==> src/rtl/perceptron_pkg.sv <==
// rtl/perceptron_pkg.sv - shared defaults and sequencer state encoding for the perceptron block
package perceptron_pkg;

    localparam int N_INPUTS_DEF = 4;
    localparam int X_W_DEF      = 4;
    localparam int W_W_DEF      = 4;
    localparam int ACC_W_DEF    = 8;
    localparam int MAC_LAT_DEF  = 3;

    typedef enum logic [1:0] {
        ACCEPT  = 2'd0,
        WAIT    = 2'd1,
        CAPTURE = 2'd2,
        DONE    = 2'd3
    } seq_state_e;

endpackage

==> src/rtl/perceptron_weight_rf.sv <==
// rtl/perceptron_weight_rf.sv - weight register file, one write port, combinational read
module perceptron_weight_rf
    import perceptron_pkg::*;
#(
    parameter int N_INPUTS = N_INPUTS_DEF,
    parameter int W_W      = W_W_DEF,
    localparam int AW      = $clog2(N_INPUTS)
) (
    input  logic          clk,
    input  logic          rst,
    input  logic          we_i,
    input  logic [AW-1:0] waddr_i,
    input  logic [W_W-1:0] wdata_i,
    input  logic [AW-1:0] raddr_i,
    output logic [W_W-1:0] rdata_o
);

    logic [W_W-1:0] mem_q [N_INPUTS];

    // Out-of-range addresses (non power-of-two depth) are dropped.
    always_ff @(posedge clk or posedge rst) begin
        if (rst) begin
            for (int i = 0; i < N_INPUTS; i++) begin
                mem_q[i] <= '0;
            end
        end else if (we_i && (int'(waddr_i) < N_INPUTS)) begin
            mem_q[waddr_i] <= wdata_i;
        end
    end

    assign rdata_o = mem_q[raddr_i];

endmodule

==> src/rtl/perceptron_seq.sv <==
// rtl/perceptron_seq.sv - sequences one pipelined MAC across a vector and thresholds the dot product
module perceptron_seq
    import perceptron_pkg::*;
#(
    parameter int N_INPUTS = N_INPUTS_DEF,
    parameter int X_W      = X_W_DEF,
    parameter int W_W      = W_W_DEF,
    parameter int ACC_W    = ACC_W_DEF,
    parameter int MAC_LAT  = MAC_LAT_DEF,
    localparam int IDX_W   = $clog2(N_INPUTS)
) (
    input  logic             clk,
    input  logic             rst,
    input  logic             cfg_we,
    input  logic [IDX_W-1:0] cfg_addr,
    input  logic [W_W-1:0]   cfg_wdata,
    input  logic             cfg_th_we,
    input  logic [ACC_W-1:0] cfg_th,
    input  logic             in_valid,
    output logic             in_ready,
    input  logic [X_W-1:0]   in_x,
    input  logic             in_last,
    output logic             out_valid,
    input  logic             out_ready,
    output logic [ACC_W-1:0] out_sum,
    output logic             out_fire,
    output logic             err_len,
    output logic [X_W-1:0]   mac_x,
    output logic [W_W-1:0]   mac_w,
    output logic [ACC_W-1:0] mac_prev,
    input  logic [ACC_W-1:0] mac_out
);

    localparam int CNT_W = $clog2(MAC_LAT + 1);
    localparam logic [IDX_W-1:0] LAST_IDX  = IDX_W'(N_INPUTS - 1);
    localparam logic [CNT_W-1:0] WAIT_LAST = CNT_W'(MAC_LAT - 1);

    seq_state_e       state_q;
    logic [IDX_W-1:0] idx_q;
    logic [ACC_W-1:0] acc_q;
    logic [ACC_W-1:0] th_q;
    logic [CNT_W-1:0] cnt_q;
    logic             out_valid_q;
    logic [ACC_W-1:0] out_sum_q;
    logic             out_fire_q;
    logic             err_len_q;
    logic [X_W-1:0]   mac_x_q;
    logic [W_W-1:0]   mac_w_q;

    logic [W_W-1:0]   weight_rd;
    logic             is_last_d;
    logic             fire_d;

    perceptron_weight_rf #(
        .N_INPUTS (N_INPUTS),
        .W_W      (W_W)
    ) u_weight_rf (
        .clk     (clk),
        .rst     (rst),
        .we_i    (cfg_we),
        .waddr_i (cfg_addr),
        .wdata_i (cfg_wdata),
        .raddr_i (idx_q),
        .rdata_o (weight_rd)
    );

    assign is_last_d = (idx_q == LAST_IDX);
    assign fire_d    = (mac_out >= th_q);

    always_ff @(posedge clk or posedge rst) begin
        if (rst) begin
            th_q <= '0;
        end else if (cfg_th_we) begin
            th_q <= cfg_th;
        end
    end

    // Reading the register file before the edge gives the accept the pre-write weight.
    always_ff @(posedge clk or posedge rst) begin
        if (rst) begin
            state_q     <= ACCEPT;
            idx_q       <= '0;
            acc_q       <= '0;
            cnt_q       <= '0;
            out_valid_q <= 1'b0;
            out_sum_q   <= '0;
            out_fire_q  <= 1'b0;
            err_len_q   <= 1'b0;
            mac_x_q     <= '0;
            mac_w_q     <= '0;
        end else begin
            case (state_q)
                ACCEPT: begin
                    if (in_valid) begin
                        mac_x_q <= in_x;
                        mac_w_q <= weight_rd;
                        cnt_q   <= '0;
                        if (in_last != is_last_d) begin
                            err_len_q <= 1'b1;
                        end
                        state_q <= WAIT;
                    end
                end
                WAIT: begin
                    if (cnt_q == WAIT_LAST) begin
                        state_q <= CAPTURE;
                    end else begin
                        cnt_q <= cnt_q + CNT_W'(1);
                    end
                end
                CAPTURE: begin
                    acc_q <= mac_out;
                    if (is_last_d) begin
                        out_sum_q   <= mac_out;
                        out_fire_q  <= fire_d;
                        out_valid_q <= 1'b1;
                        state_q     <= DONE;
                    end else begin
                        idx_q   <= idx_q + IDX_W'(1);
                        state_q <= ACCEPT;
                    end
                end
                DONE: begin
                    if (out_ready) begin
                        out_valid_q <= 1'b0;
                        acc_q       <= '0;
                        idx_q       <= '0;
                        state_q     <= ACCEPT;
                    end
                end
                default: state_q <= ACCEPT;
            endcase
        end
    end

    assign in_ready  = (state_q == ACCEPT);
    assign out_valid = out_valid_q;
    assign out_sum   = out_sum_q;
    assign out_fire  = out_fire_q;
    assign err_len   = err_len_q;
    assign mac_x     = mac_x_q;
    assign mac_w     = mac_w_q;
    assign mac_prev  = acc_q;

endmodule

==> config.mk <==
export PLATFORM = sky130hd
export DESIGN_NAME = perceptron_seq
export DESIGN_NICKNAME = d
export VERILOG_FILES = /design/src/rtl/perceptron_pkg.sv /design/src/rtl/perceptron_weight_rf.sv /design/src/rtl/perceptron_seq.sv
export SDC_FILE = /design/constraint.sdc
export NUM_CORES = 1
export LEC_CHECK = 0
export CORE_UTILIZATION = 35
export CTS_BUF_LIST = sky130_fd_sc_hd__clkbuf_8
export CTS_CLUSTER_DIAMETER = 60
export CTS_CLUSTER_SIZE = 24
export DETAILED_ROUTE_END_ITERATION = 16
export GPL_TIMING_DRIVEN = 0
export SLEW_MARGIN = 20
export SYNTH_ARGS = -nofsm -noshare
export SYNTH_HDL_FRONTEND = slang
export SYNTH_SLANG_ARGS = --single-unit
export TNS_END_PERCENT = 1
==> constraint.sdc <==
create_clock -name clk -period 1.65 [get_ports clk]
set_input_delay 0.165 -clock clk [delete_from_list [all_inputs] [get_ports clk]]
set_output_delay 0.165 -clock clk [all_outputs]
set_load 0.02 [all_outputs]
* Word level (Yosys, flattened, before mapping)
Index checks and enable logic that the tools add are counted.
** Word-level totals
- Register bits after elaboration :: 57
- Bits in latches :: 0
- Bits in writable memories :: 0
- Bits in read-only memories :: 0
- Bits of input ports :: 33
- Logic and storage cells :: 68
- Memories :: 0
** Operators by class
- Add/sub/neg operators :: 2
- Multipliers :: 0
- Divide/modulo/power cells :: 0
- $lt $le $gt $ge :: 4
- Equality and inequality tests :: 12
- Shifts and indexed selects :: 0
- Mux-type cells :: 21
- Bitwise operators :: 2
- Reductions and logical operators :: 12
** Operators by type and width (number)
- $bwmux W16 :: 1
- $pmux W8 S2 :: 1
- $reduce_and A3 Y1 :: 5
- $mux W2 :: 7
- $mux W4 :: 3
- $ne A2 B2 Y1 const B :: 6
- $bmux W4 S2 :: 1
- $demux W4 S2 :: 1
- $eq A2 B2 Y1 const B :: 4
- $ge A8 B8 Y1 :: 1
- $mux W8 :: 1
- $pmux W2 S2 :: 2
- $pmux W2 S4 :: 1
- $ge A3 B3 Y1 const B :: 2
- $not A2 Y3 :: 2
- $reduce_and A2 Y1 :: 3
- $add A2 B1 Y2 const B :: 2
- $reduce_bool A2 Y1 :: 2
- $lt A3 B1 Y1 const B :: 1
- $eq A2 B1 Y1 const B :: 1
- $logic_not A2 Y1 :: 1
- $mux W1 :: 2
- $pmux W1 S2 :: 1
- $logic_and A1 B1 Y1 :: 1
- $ne A1 B1 Y1 :: 1

* Depth between registers and ports, before layout
- Depth in word-level cells :: 6
- Mapped depth :: 6
- Depth with buffers taken out :: 6

* By module
Synthesis repeated with hierarchy kept, for this count alone.
** Unflattened totals
- Cells, all modules :: 193
- Area, all modules :: 2620.0 um^2
** By module, submodules not included
- perceptron_seq :: times used 1, cells an instance 152, area each 1906.8 um^2, seq. area each 1026.0 um^2
- perceptron_weight_rf :: times used 1, cells an instance 41, area each 713.2 um^2, seq. area each 400.4 um^2

* Least setup slack after synthesis
Ideal clock, no wire load.
- Path type :: flip-flop to flip-flop
- Start :: register state_q[0]
- End :: register mac_x_q[0] (netlist: mac_x[0])
- Setup time :: 0.127 ns
- Arrival :: 1.458 ns
- Required time :: 1.523 ns
- Slack :: 0.065 ns
- Cell stages (with the launch flop) :: 6
- Period minus slack after synthesis :: 1.585 ns
- Path through :: dfrtp_1 buf_4 nor2_1 and2_1 buf_6 mux2_1
** Between the ends
- Longest elaborated chain between the ends :: 2
** RTL lines
- from (decl) :: line perceptron_seq.sv:38 : seq_state_e state_q;
- from (signal assigned) :: line perceptron_seq.sv:81 : state_q <= ACCEPT;
- from (signal assigned) :: line perceptron_seq.sv:101 : state_q <= WAIT;
- from (signal assigned) :: line perceptron_seq.sv:106 : state_q <= CAPTURE;
- $logic_not A2 Y1
- via in_ready :: line perceptron_seq.sv:20 : output logic in_ready,
- $reduce_and A2 Y1 (no source line)
- to (signal assigned) :: line perceptron_seq.sv:95 : mac_x_q <= in_x;
- to (decl) :: line perceptron_seq.sv:47 : logic [X_W-1:0] mac_x_q;
The timed path passes the listed nets, and every way through them passes these cells.
A chain may end at the register's enable or synchronous reset.

* Worst setup path after layout
- Start :: register idx_q[1]
- End :: register out_fire_q (netlist: out_fire)
** Between the ends
- Longest elaborated chain between the ends :: 2
** RTL lines
- from (decl) :: line perceptron_seq.sv:39 : logic [IDX_W-1:0] idx_q;
- from (signal assigned) :: line perceptron_seq.sv:119 : idx_q <= idx_q + IDX_W'(1);
- $eq A2 B2 Y1 :: line perceptron_seq.sv:67 : assign is_last_d = (idx_q == LAST_IDX);
- $reduce_and A2 Y1 (no source line)
- to (signal assigned) :: line perceptron_seq.sv:115 : out_fire_q <= fire_d;
- to (decl) :: line perceptron_seq.sv:45 : logic out_fire_q;
Every way passes these cells.

==> impl.org <==
** Outcome
- Status :: completed

** Synth
- Summing the areas of all compound-gate instances in the mapped netlist gives 10.28% of the synthesized area.
- Dominant combinational cell family by area after synthesis :: multiplexers
- The average instance in the mapped netlist occupies 13.11 µm².
- Of the total synthesized cell area, the portion taken by AND, OR, NAND and NOR gates is 6.706%.
- Synthesis inferred 57 register bits.
- Number of different library cells in the post-synthesis netlist :: 35
- In the synthesized netlist, mux cells make up 18.21% of the area.
- Xor-xnor portion of the synthesized cell area :: 0.3426%
- During synthesis, Yosys emitted a total of 0 warnings.
- Post-synthesis cell area :: 2556 µm²
- The synthesized design contains 0 enable-type register cells.
- After synthesis, the share of flip-flops with an asynchronous set or reset is 100.0%.
- Of the synthesized area, sequential elements account for 55.80%.
- Commonest register cell after synthesis :: sky130_fd_sc_hd__dfrtp_1
- The cell count after synthesis came out at 195.
- Adder-cell share of the synthesized area :: 4.895%
- Total nets after synthesis :: 238

** Global routing
- Entering global routing, the biggest net connects 46 pins.
- The via count of the first global-routing pass is 1789.
- Initial antenna violation count :: 0
- Remaining global-route overflow :: 0
- Global routing consumed, over all layers together, 15.41% of the routing resources.
- The first global-routing pass estimated 8707 µm of wire.

** Clock tree
- Total setup buffers inserted after CTS :: 0
- Clock transition at the register clock pins on the worst setup and hold paths after CTS :: 70 ps
- Clock tree synthesis selected as its root buffer the cell sky130_fd_sc_hd__clkbuf_8.
- The clock passes through at most 2 buffers.
- The clock net in this run drives a total of 57 sinks.
- TritonCTS built the clock tree.
- The H-tree generated during clock tree synthesis spans 3 levels.
- Total CTS buffers :: 9
- Hold-fix buffers at CTS :: 0
- The later pin in the worst-skew pair is clocked with a latency of 340 ps.

** Route
- Total iterations of the first detailed-routing run :: 4
- Using the TritonRoute via totals, the vias-per-cell ratio works out to 4.791.
- Dividing the detail-routed wire length by the instance count gives 14.00 µm.
- Once detail routing completed, the nets flagged for antenna violations numbered 0.
- After detailed routing, the number of remaining DRC violations is 0.
- For this block, the routed nets add up to 5152 µm of wire.
- Total via count after detailed routing :: 1763
- Starting DRC count in detailed routing :: 119

** STA
- Normalized max-slew margin :: 65.10%
- Fin. max-slew vios :: 0
- The worst path needs 1517 ps of the cycle, external delays included.
- In the finished design, the share of the clock period the worst path needs comes to 91.92%.
- Final hold violations :: 0
- Slew at the pin with the worst max-slew slack :: 523.4 ps
- Derived from the worst setup path, the maximum achievable clock frequency is 659.3 MHz.
- Post-route worst hold slack :: 95.42 ps
- Clock skew on the completed layout was measured at 8.488 ps.
- Setup violations remaining at the end of the flow were counted as 0.
- Unrepaired setup endpoints after global routing :: false
- In the final timing run, aggregate negative setup slack is 0 ps.

** Place
- Post-detail-place hpwl :: 3627 µm
- During placement, the flow inserted port buffers numbering 60.
- Including well taps, the total number of placed cells is 352.
- DP Area :: 3307 µm²
- Routability-driven placement finished with a final weighted congestion of 0.7099.

** Final layout
- Area grow syn2layout :: 37.74%
- Final instance area :: 3521 µm²
- Number of inserted filler cells in the final layout :: 643
- In the final layout, the share of cells above drive strength 1 is 19.49%.
- Most used cells in the layout excluding fill and tap cells :: sky130_fd_sc_hd__clkdlybuf4s50_1, sky130_fd_sc_hd__dfrtp_1, sky130_fd_sc_hd__o21ai_0
- # diodes :: 0
- For this run, the number of standard cells in the final layout without fillers is 368.
- Number of nets in the layout :: 310
- Commonest non-fill, non-tap cell in the layout :: sky130_fd_sc_hd__clkdlybuf4s50_1

** Floorplan
- The die covers 7649 µm².
- Once the floorplan was initialized, standard cells occupied 37.01% of the core.
- Height of the die :: 87.46 µm
- Row generation in the floorplan step produced 30 rows.
- The floorplan step set the die width to 87.46 µm.
- In this run the count of I/O pins placed on the die edge is 61.
- The core region is 6907 µm².

** Worst setup path
- For the worst setup path, the data required time is 1850 ps.
- The worst setup path is captured at a flip-flop.
- Data on the critical path arrives at its endpoint at 1720 ps.
- Along the worst path, the maximum fanout reaches 10.
- Classification of the worst setup path :: flip-flop to flip-flop
- STA classifies the critical path startpoint as a flip-flop.

** Power
- Leakage power summed over all cells :: 1.555 nW
- For this design the ratio of total power to cell area is 1663 nW/µm².
- Across the VDD grid, the largest voltage drop is 0.0009797 V.
- Power Total :: 0.005856 W

** Min path
- Type of the most critical hold path :: input port to asynchronous set/reset pin

** Flow run
- Maximum capacitance violations :: 0
worst max-delay path, stage by stage (launching register included):
cell and delay (ps):
sky130_fd_sc_hd__dfrtp_2 450, sky130_fd_sc_hd__ha_1 160, sky130_fd_sc_hd__clkbuf_4 200, sky130_fd_sc_hd__nand2_4 130
sky130_fd_sc_hd__a2111oi_2 330, sky130_fd_sc_hd__a21oi_1 110
power by group:
part | switching (W) | internal (W) | leakage, nW
Sequential | 0.000273 | 0.00188 | 0.683
Clock | 0.000557 | 0.000836 | 0.108
Combinational | 0.00107 | 0.00124 | 0.764
final cells by class:
type                       count  area, µm²  area share (%)
multi-input combinational    119       1033           29.35
buffer                         7      53.80           1.528
clock inverter                 7      87.58           2.488
timing repair buffer          61      626.9           17.80
clock buffer                   9      123.9           3.518
tap                           96      120.1           3.412
sequential                    57       1428           40.55
inverter                      12      47.55           1.350
cells in the mapped netlist (all sizes together), types with 2 or more instances:
library cell	n	area share, %
nor3b	2	0.78
nand3b	2	0.59
o21ai	20	4.1
inv	12	1.8
nor3	2	0.39
buf	6	1.9
a22o	8	2.7
ha	10	4.9
mux2	32	15
dfrtp	57	56
mux4	4	3.5
a21o	2	0.59
a21oi	7	1.4
nor2	2	0.29
nand2	15	2.5
o211ai	2	0.59
metrics by stage:
step / setup slack (ps) / utilization (%)
after floorplan: 64.91 / -
after global placement: -1050 / 47.45
after detailed placement: -156.0 / 47.88
after CTS: 62.05 / 50.94
after global routing: 16.97 / 50.98
final: 133.3 / 50.98
sequential cells by signal, indices dropped and copies added (netlist names):
register	cells
out_fire	1
mac_x	4
cnt_q	2
err_len	1
idx_q	2
out_valid	1
u_weight_rf.mem_q	16
out_sum	8
th_q	8
mac_w	4
mac_prev	8
state_q	2
timing repair:
item                                    in CTS  in global routing
endpoints found under the setup margin       2                  1
resized for setup                            2                  1
hold endpoints to repair                     0                  0
cell families (layout without fill, tap and decap cells):
group,Yosys count,in the layout
DFF,57,57
and+or+nand+nor,31,31
muxes,36,36
AOI/OAI and AO/OA,41,41
buffers and inverters,19,96
xor gates and xnor gates,1,1
adders and majority gates,10,10
metal layers:
metal / wire [µm] / GRT usage [%]
met1: 2518 / 20.52
met2: 2213 / 22.73
met3: 305 / 3.886
met4: 114 / 8.942
met5: 0 / 0
path summary, 6_finish.rpt:
check,cells past startpoint,to,from,slack (ps)
worst max-delay path,5,out_fire,idx_q[1],130
worst min-delay path,2,mac_prev[1],rst,100
worst max register to register,5,out_fire,idx_q[1],130
worst min register to register,1,err_len,err_len,480
max in group asynchronous,3,idx_q[1],rst,1060
min in group clk,3,th_q[6],cfg_th[6],390
Power figures use the tool's default switching activity.
